--- src/rtl/fpdiv_pkg.sv ---
// Shared types, exception codes and width helpers for the parametrised FP divider.
package fpdiv_pkg;

  typedef enum logic [2:0] {
    StIdle,
    StUnpack,
    StDivide,
    StNorm,
    StRound
  } fpdiv_state_e;

  localparam logic [1:0] ExcNone      = 2'b00;
  localparam logic [1:0] ExcUnderflow = 2'b01;
  localparam logic [1:0] ExcOverflow  = 2'b10;
  localparam logic [1:0] ExcInvalid   = 2'b11;

  // Total word width: sign + exponent + stored fraction.
  function automatic int unsigned fp_width(int unsigned exp_w, int unsigned man_w);
    return 1 + exp_w + man_w;
  endfunction

  // Exponent bias 2^(exp_w-1)-1.
  function automatic int unsigned fp_bias(int unsigned exp_w);
    return (32'd1 << (exp_w - 1)) - 32'd1;
  endfunction

  // Canonical quiet NaN: sign 0, exponent all ones, fraction MSB set.
  function automatic logic [63:0] fp_qnan(int unsigned exp_w, int unsigned man_w);
    logic [63:0] r;
    r = ((64'd1 << exp_w) - 64'd1) << man_w;
    r = r | (64'd1 << (man_w - 1));
    return r;
  endfunction

endpackage

--- src/rtl/fpdiv_lzc.sv ---
// Combinational leading-zero counter; an all-zero input returns W.
module fpdiv_lzc #(
  parameter int unsigned W = 24
) (
  input  logic [W-1:0]           i_val,
  output logic [$clog2(W+1)-1:0] o_cnt
);

  localparam int unsigned CW = $clog2(W + 1);

  // Scan from LSB upward so the highest set bit wins.
  always_comb begin
    o_cnt = CW'(W);
    for (int unsigned i = 0; i < W; i++) begin
      if (i_val[i]) o_cnt = CW'(W - 1 - i);
    end
  end

endmodule

--- src/rtl/fpdiv_param.sv ---
// Iterative IEEE-754 divider: unpack/classify, restoring divide, normalise, RNE round.
module fpdiv_param
  import fpdiv_pkg::*;
#(
  parameter int unsigned EXP_W = 8,
  parameter int unsigned MAN_W = 23
) (
  input  logic                   CLOCK,
  input  logic                   RESET_N,
  input  logic                   START,
  input  logic [EXP_W+MAN_W:0]   InputA,
  input  logic [EXP_W+MAN_W:0]   InputB,
  output logic                   BUSY,
  output logic                   DONE,
  output logic [EXP_W+MAN_W:0]   AbyB,
  output logic [1:0]             EXCEPTION
);

  localparam int unsigned W    = fp_width(EXP_W, MAN_W);
  localparam int unsigned MW   = MAN_W + 1;          // significand with hidden bit
  localparam int unsigned LZW  = $clog2(MW + 1);
  localparam int unsigned QW   = MAN_W + 3;          // quotient bits
  localparam int unsigned RW   = MAN_W + 2;          // remainder bits
  localparam int unsigned EW   = EXP_W + 2;          // signed working exponent
  localparam int unsigned CW   = $clog2(QW);
  localparam int unsigned BIAS = fp_bias(EXP_W);
  localparam logic [EW-1:0] ExpMax = EW'((1 << EXP_W) - 1);

  fpdiv_state_e r_state, w_state_d;

  logic [W-1:0]  r_a, r_b, r_res;
  logic [1:0]    r_exc;
  logic          r_done, r_sign;
  logic [MW-1:0] r_mb, r_sig;
  logic [RW-1:0] r_rem;
  logic [QW-1:0] r_quo;
  logic [CW-1:0] r_cnt;
  logic [EW-1:0] r_exp;
  logic          r_g, r_s;

  // ---------------- unpack / classify ----------------
  logic [EXP_W-1:0] w_ea, w_eb;
  logic [MAN_W-1:0] w_fa, w_fb;
  logic             w_a_emax, w_b_emax, w_a_ez, w_b_ez;
  logic             w_nan_a, w_nan_b, w_inf_a, w_inf_b, w_zero_a, w_zero_b;
  logic [MW-1:0]    w_ma, w_mb, w_ma_n, w_mb_n;
  logic [LZW-1:0]   w_lza, w_lzb;
  logic [EW-1:0]    w_ea_eff, w_eb_eff, w_e_unp;
  logic             w_sign;
  logic [W-1:0]     w_qnan, w_inf, w_zero;

  assign w_ea     = r_a[MAN_W +: EXP_W];
  assign w_eb     = r_b[MAN_W +: EXP_W];
  assign w_fa     = r_a[MAN_W-1:0];
  assign w_fb     = r_b[MAN_W-1:0];
  assign w_a_emax = &w_ea;
  assign w_b_emax = &w_eb;
  assign w_a_ez   = ~|w_ea;
  assign w_b_ez   = ~|w_eb;
  assign w_nan_a  = w_a_emax & (|w_fa);
  assign w_nan_b  = w_b_emax & (|w_fb);
  assign w_inf_a  = w_a_emax & ~(|w_fa);
  assign w_inf_b  = w_b_emax & ~(|w_fb);
  assign w_zero_a = w_a_ez & ~(|w_fa);
  assign w_zero_b = w_b_ez & ~(|w_fb);
  assign w_sign   = r_a[W-1] ^ r_b[W-1];

  assign w_ma = {~w_a_ez, w_fa};
  assign w_mb = {~w_b_ez, w_fb};

  fpdiv_lzc #(.W(MW)) u_lzc_a (.i_val(w_ma), .o_cnt(w_lza));
  fpdiv_lzc #(.W(MW)) u_lzc_b (.i_val(w_mb), .o_cnt(w_lzb));

  assign w_ma_n   = w_ma << w_lza;
  assign w_mb_n   = w_mb << w_lzb;
  // Subnormals behave as exponent 1 before the leading-zero correction.
  assign w_ea_eff = w_a_ez ? EW'(1) : EW'(w_ea);
  assign w_eb_eff = w_b_ez ? EW'(1) : EW'(w_eb);
  assign w_e_unp  = w_ea_eff - w_eb_eff - EW'(w_lza) + EW'(w_lzb) + EW'(BIAS);

  assign w_qnan = W'(fp_qnan(EXP_W, MAN_W));
  assign w_inf  = {w_sign, {EXP_W{1'b1}}, {MAN_W{1'b0}}};
  assign w_zero = {w_sign, {(W-1){1'b0}}};

  logic         w_special;
  logic [W-1:0] w_sp_res;
  logic [1:0]   w_sp_exc;

  // Special-operand fast path; priority order matters (inf/0 yields exact inf).
  always_comb begin
    w_special = 1'b1;
    w_sp_res  = '0;
    w_sp_exc  = ExcNone;
    if (w_nan_a || w_nan_b || (w_zero_a && w_zero_b) || (w_inf_a && w_inf_b)) begin
      w_sp_res = w_qnan;
      w_sp_exc = ExcInvalid;
    end else if (w_inf_a) begin
      w_sp_res = w_inf;
    end else if (w_zero_b) begin
      w_sp_res = w_inf;
      w_sp_exc = ExcOverflow;
    end else if (w_inf_b || w_zero_a) begin
      w_sp_res = w_zero;
    end else begin
      w_special = 1'b0;
    end
  end

  // ---------------- restoring divide step ----------------
  logic          w_ge;
  logic [RW-1:0] w_rem_sub, w_rem_nx;
  logic [QW-1:0] w_quo_nx;

  assign w_ge      = (r_rem >= RW'(r_mb));
  assign w_rem_sub = w_ge ? (r_rem - RW'(r_mb)) : r_rem;
  assign w_rem_nx  = w_rem_sub << 1;
  assign w_quo_nx  = {r_quo[QW-2:0], w_ge};

  // ---------------- normalise ----------------
  logic [MW-1:0] w_n_sig;
  logic          w_n_g, w_n_s;
  logic [EW-1:0] w_n_exp, w_sub_ome, w_sub_sh;
  logic [RW-1:0] w_sub_x, w_sub_shx, w_sub_mask;

  // Align the quotient, then denormalise when the exponent has run out.
  always_comb begin
    if (r_quo[QW-1]) begin
      w_n_sig = r_quo[QW-1:2];
      w_n_g   = r_quo[1];
      w_n_s   = r_quo[0] | (|r_rem);
      w_n_exp = r_exp;
    end else begin
      w_n_sig = r_quo[QW-2:1];
      w_n_g   = r_quo[0];
      w_n_s   = |r_rem;
      w_n_exp = r_exp - EW'(1);
    end
    w_sub_ome  = EW'(1) - w_n_exp;
    w_sub_sh   = ($signed(w_sub_ome) > $signed(EW'(RW))) ? EW'(RW) : w_sub_ome;
    w_sub_x    = {w_n_sig, w_n_g};
    w_sub_shx  = w_sub_x >> w_sub_sh;
    w_sub_mask = ~({RW{1'b1}} << w_sub_sh);
    if ($signed(w_n_exp) <= $signed(EW'(0))) begin
      w_n_sig = w_sub_shx[RW-1:1];
      w_n_g   = w_sub_shx[0];
      w_n_s   = w_n_s | (|(w_sub_x & w_sub_mask));
      w_n_exp = '0;
    end
  end

  // ---------------- round ----------------
  logic          w_r_inc, w_r_inexact, w_r_ovf;
  logic [RW-1:0] w_r_sum;
  logic [EW-1:0] w_r_exp;
  logic [MAN_W-1:0] w_r_frac;
  logic [W-1:0]  w_r_res;
  logic [1:0]    w_r_exc;

  // RNE increment; a carry either bumps the exponent or promotes a subnormal.
  always_comb begin
    w_r_inc     = r_g & (r_s | r_sig[0]);
    w_r_inexact = r_g | r_s;
    w_r_sum     = {1'b0, r_sig} + RW'(w_r_inc);
    w_r_exp     = r_exp;
    w_r_frac    = w_r_sum[MAN_W-1:0];
    if (r_exp == '0) begin
      w_r_exp = EW'(w_r_sum[MAN_W]);
    end else if (w_r_sum[MAN_W+1]) begin
      w_r_exp  = r_exp + EW'(1);
      w_r_frac = w_r_sum[MAN_W:1];
    end
    w_r_ovf = $signed(w_r_exp) >= $signed(ExpMax);
    w_r_res = {r_sign, w_r_exp[EXP_W-1:0], w_r_frac};
    w_r_exc = ExcNone;
    if (w_r_ovf) begin
      w_r_res = {r_sign, {EXP_W{1'b1}}, {MAN_W{1'b0}}};
      w_r_exc = ExcOverflow;
    end else if ((w_r_exp == '0) && w_r_inexact) begin
      w_r_exc = ExcUnderflow;
    end
  end

  // ---------------- FSM ----------------
  // State register.
  always_ff @(posedge CLOCK or negedge RESET_N) begin
    if (!RESET_N) r_state <= StIdle;
    else          r_state <= w_state_d;
  end

  // Next-state decode.
  always_comb begin
    w_state_d = r_state;
    unique case (r_state)
      StIdle:   if (START) w_state_d = StUnpack;
      StUnpack: w_state_d = w_special ? StIdle : StDivide;
      StDivide: if (r_cnt == CW'(QW - 1)) w_state_d = StNorm;
      StNorm:   w_state_d = StRound;
      StRound:  w_state_d = StIdle;
      default:  w_state_d = StIdle;
    endcase
  end

  // Datapath registers, advanced per state.
  always_ff @(posedge CLOCK or negedge RESET_N) begin
    if (!RESET_N) begin
      r_a    <= '0;
      r_b    <= '0;
      r_res  <= '0;
      r_exc  <= ExcNone;
      r_done <= 1'b0;
      r_sign <= 1'b0;
      r_mb   <= '0;
      r_sig  <= '0;
      r_rem  <= '0;
      r_quo  <= '0;
      r_cnt  <= '0;
      r_exp  <= '0;
      r_g    <= 1'b0;
      r_s    <= 1'b0;
    end else begin
      r_done <= (r_state == StRound) || ((r_state == StUnpack) && w_special);
      case (r_state)
        StIdle: begin
          if (START) begin
            r_a <= InputA;
            r_b <= InputB;
          end
        end
        StUnpack: begin
          r_sign <= w_sign;
          if (w_special) begin
            r_res <= w_sp_res;
            r_exc <= w_sp_exc;
          end else begin
            r_mb  <= w_mb_n;
            r_rem <= RW'(w_ma_n);
            r_quo <= '0;
            r_cnt <= '0;
            r_exp <= w_e_unp;
          end
        end
        StDivide: begin
          r_rem <= w_rem_nx;
          r_quo <= w_quo_nx;
          r_cnt <= r_cnt + CW'(1);
        end
        StNorm: begin
          r_sig <= w_n_sig;
          r_g   <= w_n_g;
          r_s   <= w_n_s;
          r_exp <= w_n_exp;
        end
        StRound: begin
          r_res <= w_r_res;
          r_exc <= w_r_exc;
        end
        default: ;
      endcase
    end
  end

  assign BUSY      = (r_state != StIdle);
  assign DONE      = r_done;
  assign AbyB      = r_res;
  assign EXCEPTION = r_exc;

endmodule

--- config.mk ---
export PLATFORM = sky130hd
export DESIGN_NAME = fpdiv_param
export DESIGN_NICKNAME = d
export VERILOG_FILES = /design/src/rtl/fpdiv_pkg.sv /design/src/rtl/fpdiv_lzc.sv /design/src/rtl/fpdiv_param.sv
export SDC_FILE = /design/constraint.sdc
export NUM_CORES = 1
export LEC_CHECK = 0
export ABC_CLOCK_PERIOD_IN_PS = 12200
export CAP_MARGIN = 20
export CORE_MARGIN = 5
export CORE_UTILIZATION = 50
export DETAILED_ROUTE_END_ITERATION = 12
export PLACE_DENSITY = 0.77
export RECOVER_POWER = 100
export SLEW_MARGIN = 20
export SYNTH_ARGS = -nofsm -noshare
export SYNTH_HDL_FRONTEND = slang
export SYNTH_SLANG_ARGS = --single-unit
--- constraint.sdc ---
create_clock -name CLOCK -period 12.2 [get_ports CLOCK]
set_input_delay 3.05 -clock CLOCK [delete_from_list [all_inputs] [get_ports CLOCK]]
set_output_delay 3.05 -clock CLOCK [all_outputs]
set_load 0.03 [all_outputs]
* Yosys cells after proc, flatten, opt, wreduce, memory -nomap -nowiden
Index checks and enable logic that the tools add are counted.
Widths: inputs -> output; s select.
** Word-level totals
- Bits in registers :: 219
- Input port bits :: 67
- Logic and storage cells :: 185
** Operators by class
- $add $sub $neg :: 10
- Order comparisons :: 4
- Equal/unequal tests :: 9
- Shifts and indexed selects :: 4
- Multiplexer cells :: 94
- Bitwise gates (word level) :: 17
- Reduce and logical (&&, ||, !) cells :: 32
** Operators with widths (count)
- $mux 5 :: 33
- $mux 32 :: 5
- $mux 24 :: 3
- $mux 4 :: 16
- $pmux 32 s2 :: 1
- $mux 10 :: 6
- $pmux 26 s2 :: 1
- $pmux 25 s2 :: 1
- $reduce_or 25->1 :: 2
- $shl 24x5->24 :: 2
- $mux 23 :: 2
- $reduce_or 23->1 :: 2
- $mux 31 :: 1
- $mux 26 :: 1
- $add 24x1->25 :: 1
- $and 25x25->25 :: 1
- $ge 25x24->1 :: 1
- $mux 25 :: 1
- $not 25->25 :: 1
- $shl 25x10->25 const A :: 1
- $shr 25x10->25 :: 1
- $sub 24x24->24 :: 1
- $logic_not 10->1 :: 2
- $pmux 10 s2 :: 1
- 36 further kinds :: 83

* Longest topological paths before layout
- Word-level depth :: 29
- Gate-level depth with buffers :: 23

* Hierarchy
Synthesis repeated with hierarchy kept, for this count alone.
** Unflattened totals
- Cells, all modules :: 2081
- Area total of the unflattened synthesis :: 17682.0 um2
** By module, submodules not included
- fpdiv_param :: instances 1, cells each 1985, area an instance 17151.4 um2, seq. area each 5480.3 um2
- fpdiv_lzc :: instances 2, cells each 48, area an instance 265.3 um2, seq. area each 0.0 um2

* Worst setup path after synthesis
No wires, ideal clock.
- Path kind :: register to register
- From :: reg r_a[27]
- To :: reg r_exp[8]
- Setup time :: 0.138 ns
- Arrival :: 4.545 ns
- Data required time :: 12.062 ns
- Path slack :: 7.517 ns
- Stages on the path, launching flop included :: 18
- Period minus slack after synthesis :: 4.683 ns
- Path through :: dfrtp_1 or4_1 or3_1 or3_1 a31oi_2 inv_2 buf_1 clkbuf_1 fa_1 ha_1 a21o_1 a21o_1 a21o_1 a21oi_1 o21bai_1 a21oi_1 xor2_1 o211ai_1
** On the way
- Longest elaborated chain between the ends :: 10
- Elaborated cells between the ends (all ways) :: 26
- Classes of those cells :: add/sub: 4; eq/ne: 1; mux: 8; bitwise: 3; reduce/logical: 10
** RTL lines
- from (decl) :: line fpdiv_param.sv:31 : logic [W-1:0] r_a, r_b, r_res;
- from (signal assigned) :: line fpdiv_param.sv:225 : r_a <= InputA;
- branches (longest 10 deep; another with $sub 9x6->10)
- to (signal assigned) :: line fpdiv_param.sv:239 : r_exp <= w_e_unp;
- to (signal assigned) :: line fpdiv_param.sv:251 : r_exp <= w_n_exp;
- to (decl) :: line fpdiv_param.sv:38 : logic [EW-1:0] r_exp;
Several ways; the timed one is not identified. The select of a mux whose other input is x is not followed.
A chain may end at the register's enable or synchronous reset.

==> qor.txt <==
CTS sink cnt -> 219
Detailed Route Iter0 Violations -> 1771
Largest family of logic cells by synthesized area -> compound AO/OA/AOI/OAI gates
CP arrival -> 6850 ps
Yosys warning total -> 0
Final period util -> 61.22%
Yosys top cell by area -> dfrtp_1
CP delay by family, top -> buffers and inverters
Worst path max stage delay -> 3640 ps
Rows -> 67
# resized after CTS -> 0
Area share of the largest cell type after synthesis -> 31.89%
H-Tree Depth -> 1
Final-report setup violation count -> 0
Max rail drop VDD -> 0.0001925 V
Post-CTS Setup Bufs -> 0
Starting Density -> 50.99%
Seq cells post-synth -> 219
Relative max-transition margin -> -257.0%
Status -> finished with violations
Slowest-stage cell, CP -> clkbuf_1
Actual slew at the worst max-slew pin -> 5355 ps
Area after DPL -> 18450 um^2
Synth top area cells -> dfrtp_1 32%, mux2i_1 5.9%, mux2_2 5.3%
Final Net Count -> 2178
Setup TNS -> 0 ps
Vias per cell -> 6.504
Sequential fraction of the synthesis area -> 31.89%
Largest net degree at the start of global routing -> 99
Failing checks -> capacitance limit, slew limit
Diode count -> 0
Skew final -> 24.48 ps
Type of the worst setup path -> in2async
RSZ-0062 raised after global routing -> false
CTS tree -> built
Post-synthesis mux area share -> 11.76%
WL/cell -> 22.01 um
Worst setup EP type -> async pin
Clock slew at reported path FFs -> 60 ps
Fin util -> 57.28%
P_leak -> 8.107 nW
Most common cell in the netlist -> dfrtp_1
Routability congestion estimate -> 1.033
Worst Path Required -> 11580 ps
Crit path max fanout -> 98
Cells after Synth -> 2035
Vias post-DR -> 16403
Synth cell types -> 99
Cts hold-fix bufs -> 0
Multi-input logic area -> 10780 um^2
Post-Synthesis Cell Area -> 17180 um^2
Syn_area_per_cell -> 8.444 um^2
DRT Wirelength -> 55510 um
Synth Flop Type -> dfrtp_1
Worst skew pair latency -> 570 ps
Hold Path Class -> reg2reg
Die area -> 38170 um^2
Power Density -> 340.8 nW/um^2
First-pass GRT wire length -> 88360 um
Inserted Clock Buffers -> 26
Ports -> 103
Overall routing resource usage -> 28.05%
Total power -> 6.578 mW
Syn Nets -> 2156
Simple-Gate Fraction of Synth Area -> 18.25%
Port Buffers -> 102
Final Cell Area -> 19300 um^2
Async set or reset register ratio after synthesis -> 100.0%
Compound-Gate Fraction of Synth Area -> 24.50%
Synth cell count leaders -> 219 x dfrtp_1, 188 x nand2_1, 162 x nor2_1
Core Footprint -> 33700 um^2
Hold slack -> 470.0 ps
Dpl hpwl -> 41650 um
Adder-cell share of the synthesized area -> 4.282%
Worst Path Buf+Inv -> 1
Fin. Hold Viols -> 0
Vias in the first global route -> 16030
Layout area overhead -> 12.34%
Clk Tree Root Cell -> clkbuf_16
Initial antenna violation count -> 0
Total grt overflow -> 0
Max cap viols -> 5
CTS Buffer Depth -> 3
R2r setup slk -> 5100 ps
Crit path cell chain -> clkbuf_1
Post-Synth XOR/XNOR Area -> 3.947%
Register area -> 5482 um^2
Chip width -> 195.4 um
Max Slew Vio Count -> 270
Crit start category -> primary input
Final antenna-violating net count -> 0
Die Height -> 195.4 um
Final min period -> 7469 ps
Fmax -> 0.1339 GHz
# fillers -> 3051
# DRC -> 0
EDFF count, synth -> 0
Layout cell share with drive strength beyond 1 -> 8.631%
First-pass iteration count of the detailed router -> 6
through the flow:
| step | setup slack (ps) | instances |
|---|---|---|
| after floorplan | 7517 | 2035 |
| after global routing | 3568 | 2522 |
| after global placement | 6521 | 2476 |
| final | 4731 | 2522 |
| after CTS | 6370 | 2521 |
| after detailed placement | 6402 | 2476 |
report_power, final:
part           total, mW  internal, mW  leakage (nW)  switching (mW)
Combinational       4.27          1.63          4.91            2.63
Clock              0.848         0.517         0.441           0.332
Sequential          1.46          1.03          2.76           0.434
layer usage:
layer | track usage (%) | part of all wire [%] | vias up
met5 | 0 | 0 | -
met4 | 11.90 | 5.0 | 0
met1 | 37.25 | 42 | 7899
met2 | 45.73 | 46 | 784
li1 | - | - | 7547
met3 | 4.343 | 7.0 | 173
cells by family after synthesis:
group | after synthesis
XOR/XNOR | 75
AO/OA/AOI/OAI | 625
AND/OR/NAND/NOR | 643
multiplexers | 188
flip-flops | 219
buffers and inverters | 231
adder cells (fa/ha/maj) | 54
worst paths after layout:
| kind | from | to | cells past startpoint |
|---|---|---|---|
| max in group CLOCK | r_exp[0]$_DFFE_PN0P_ | r_sig[3]$_DFFE_PN0P_ | 18 |
| min | r_mb[23]$_DFFE_PN0P_ | r_mb[23]$_DFFE_PN0P_ | 2 |
| max reg2reg | r_exp[0]$_DFFE_PN0P_ | r_sig[3]$_DFFE_PN0P_ | 18 |
| max | RESET_N | r_a[2]$_DFFE_PN0P_ | 1 |
| min reg2reg | r_mb[23]$_DFFE_PN0P_ | r_mb[23]$_DFFE_PN0P_ | 2 |
| min in group asynchronous | RESET_N | r_exp[4]$_DFFE_PN0P_ | 1 |
layout by cell type (no fill, tap or decap), types with 37 or more instances in the layout:
cell type,Yosys,final
dfrtp_1,219,218
nand2_1,188,187
nor2_1,162,161
a21oi_1,141,142
o21ai_0,128,136
mux2i_1,101,101
inv_1,90,91
mux2_2,81,78
clkdlybuf4s50_1,0,64
a22o_1,59,59
nor3_1,57,58
nand3_1,51,51
ha_1,46,46
xnor2_1,42,42
dlygate4sd3_1,0,37
flip-flops by register name, indices dropped and copies added, names as in the netlist:
name,cells
AbyB,32
DONE,1
r_exp,10
r_mb,24
r_quo,26
r_sig,24
r_b,32
r_rem,25
r_s,1
r_g,1
r_sign,1
EXCEPTION,2
r_state,3
r_cnt,5
r_a,32
worst reg2reg max path: stages (launching register included):
cell      delay (ps)
dfrtp_1          550
inv_1            140
ha_1             340
nor2b_1          170
a21oi_1          160
clkbuf_1         470
clkinv_1         450
ha_1             660
clkinv_1         370
or3_1            450
o211a_2          240
o21ai_0          230
or2_0            610
a21oi_1          590
mux2_1           540
a221oi_1         450
nor2_1           110
a221oi_1         310
o21ai_0          110
layout make-up:
class                   instances  share of cell area, %
multi-input cells            1585                  55.86
flip-flops and latches        219                  28.40
repair buffers                128                  6.139
clock buffers                  33                  3.662
well taps                     448                  2.904
inverters                      97                  1.886
clock inverters                12                  1.147
Note: power is estimated with default switching activity, not from simulation.
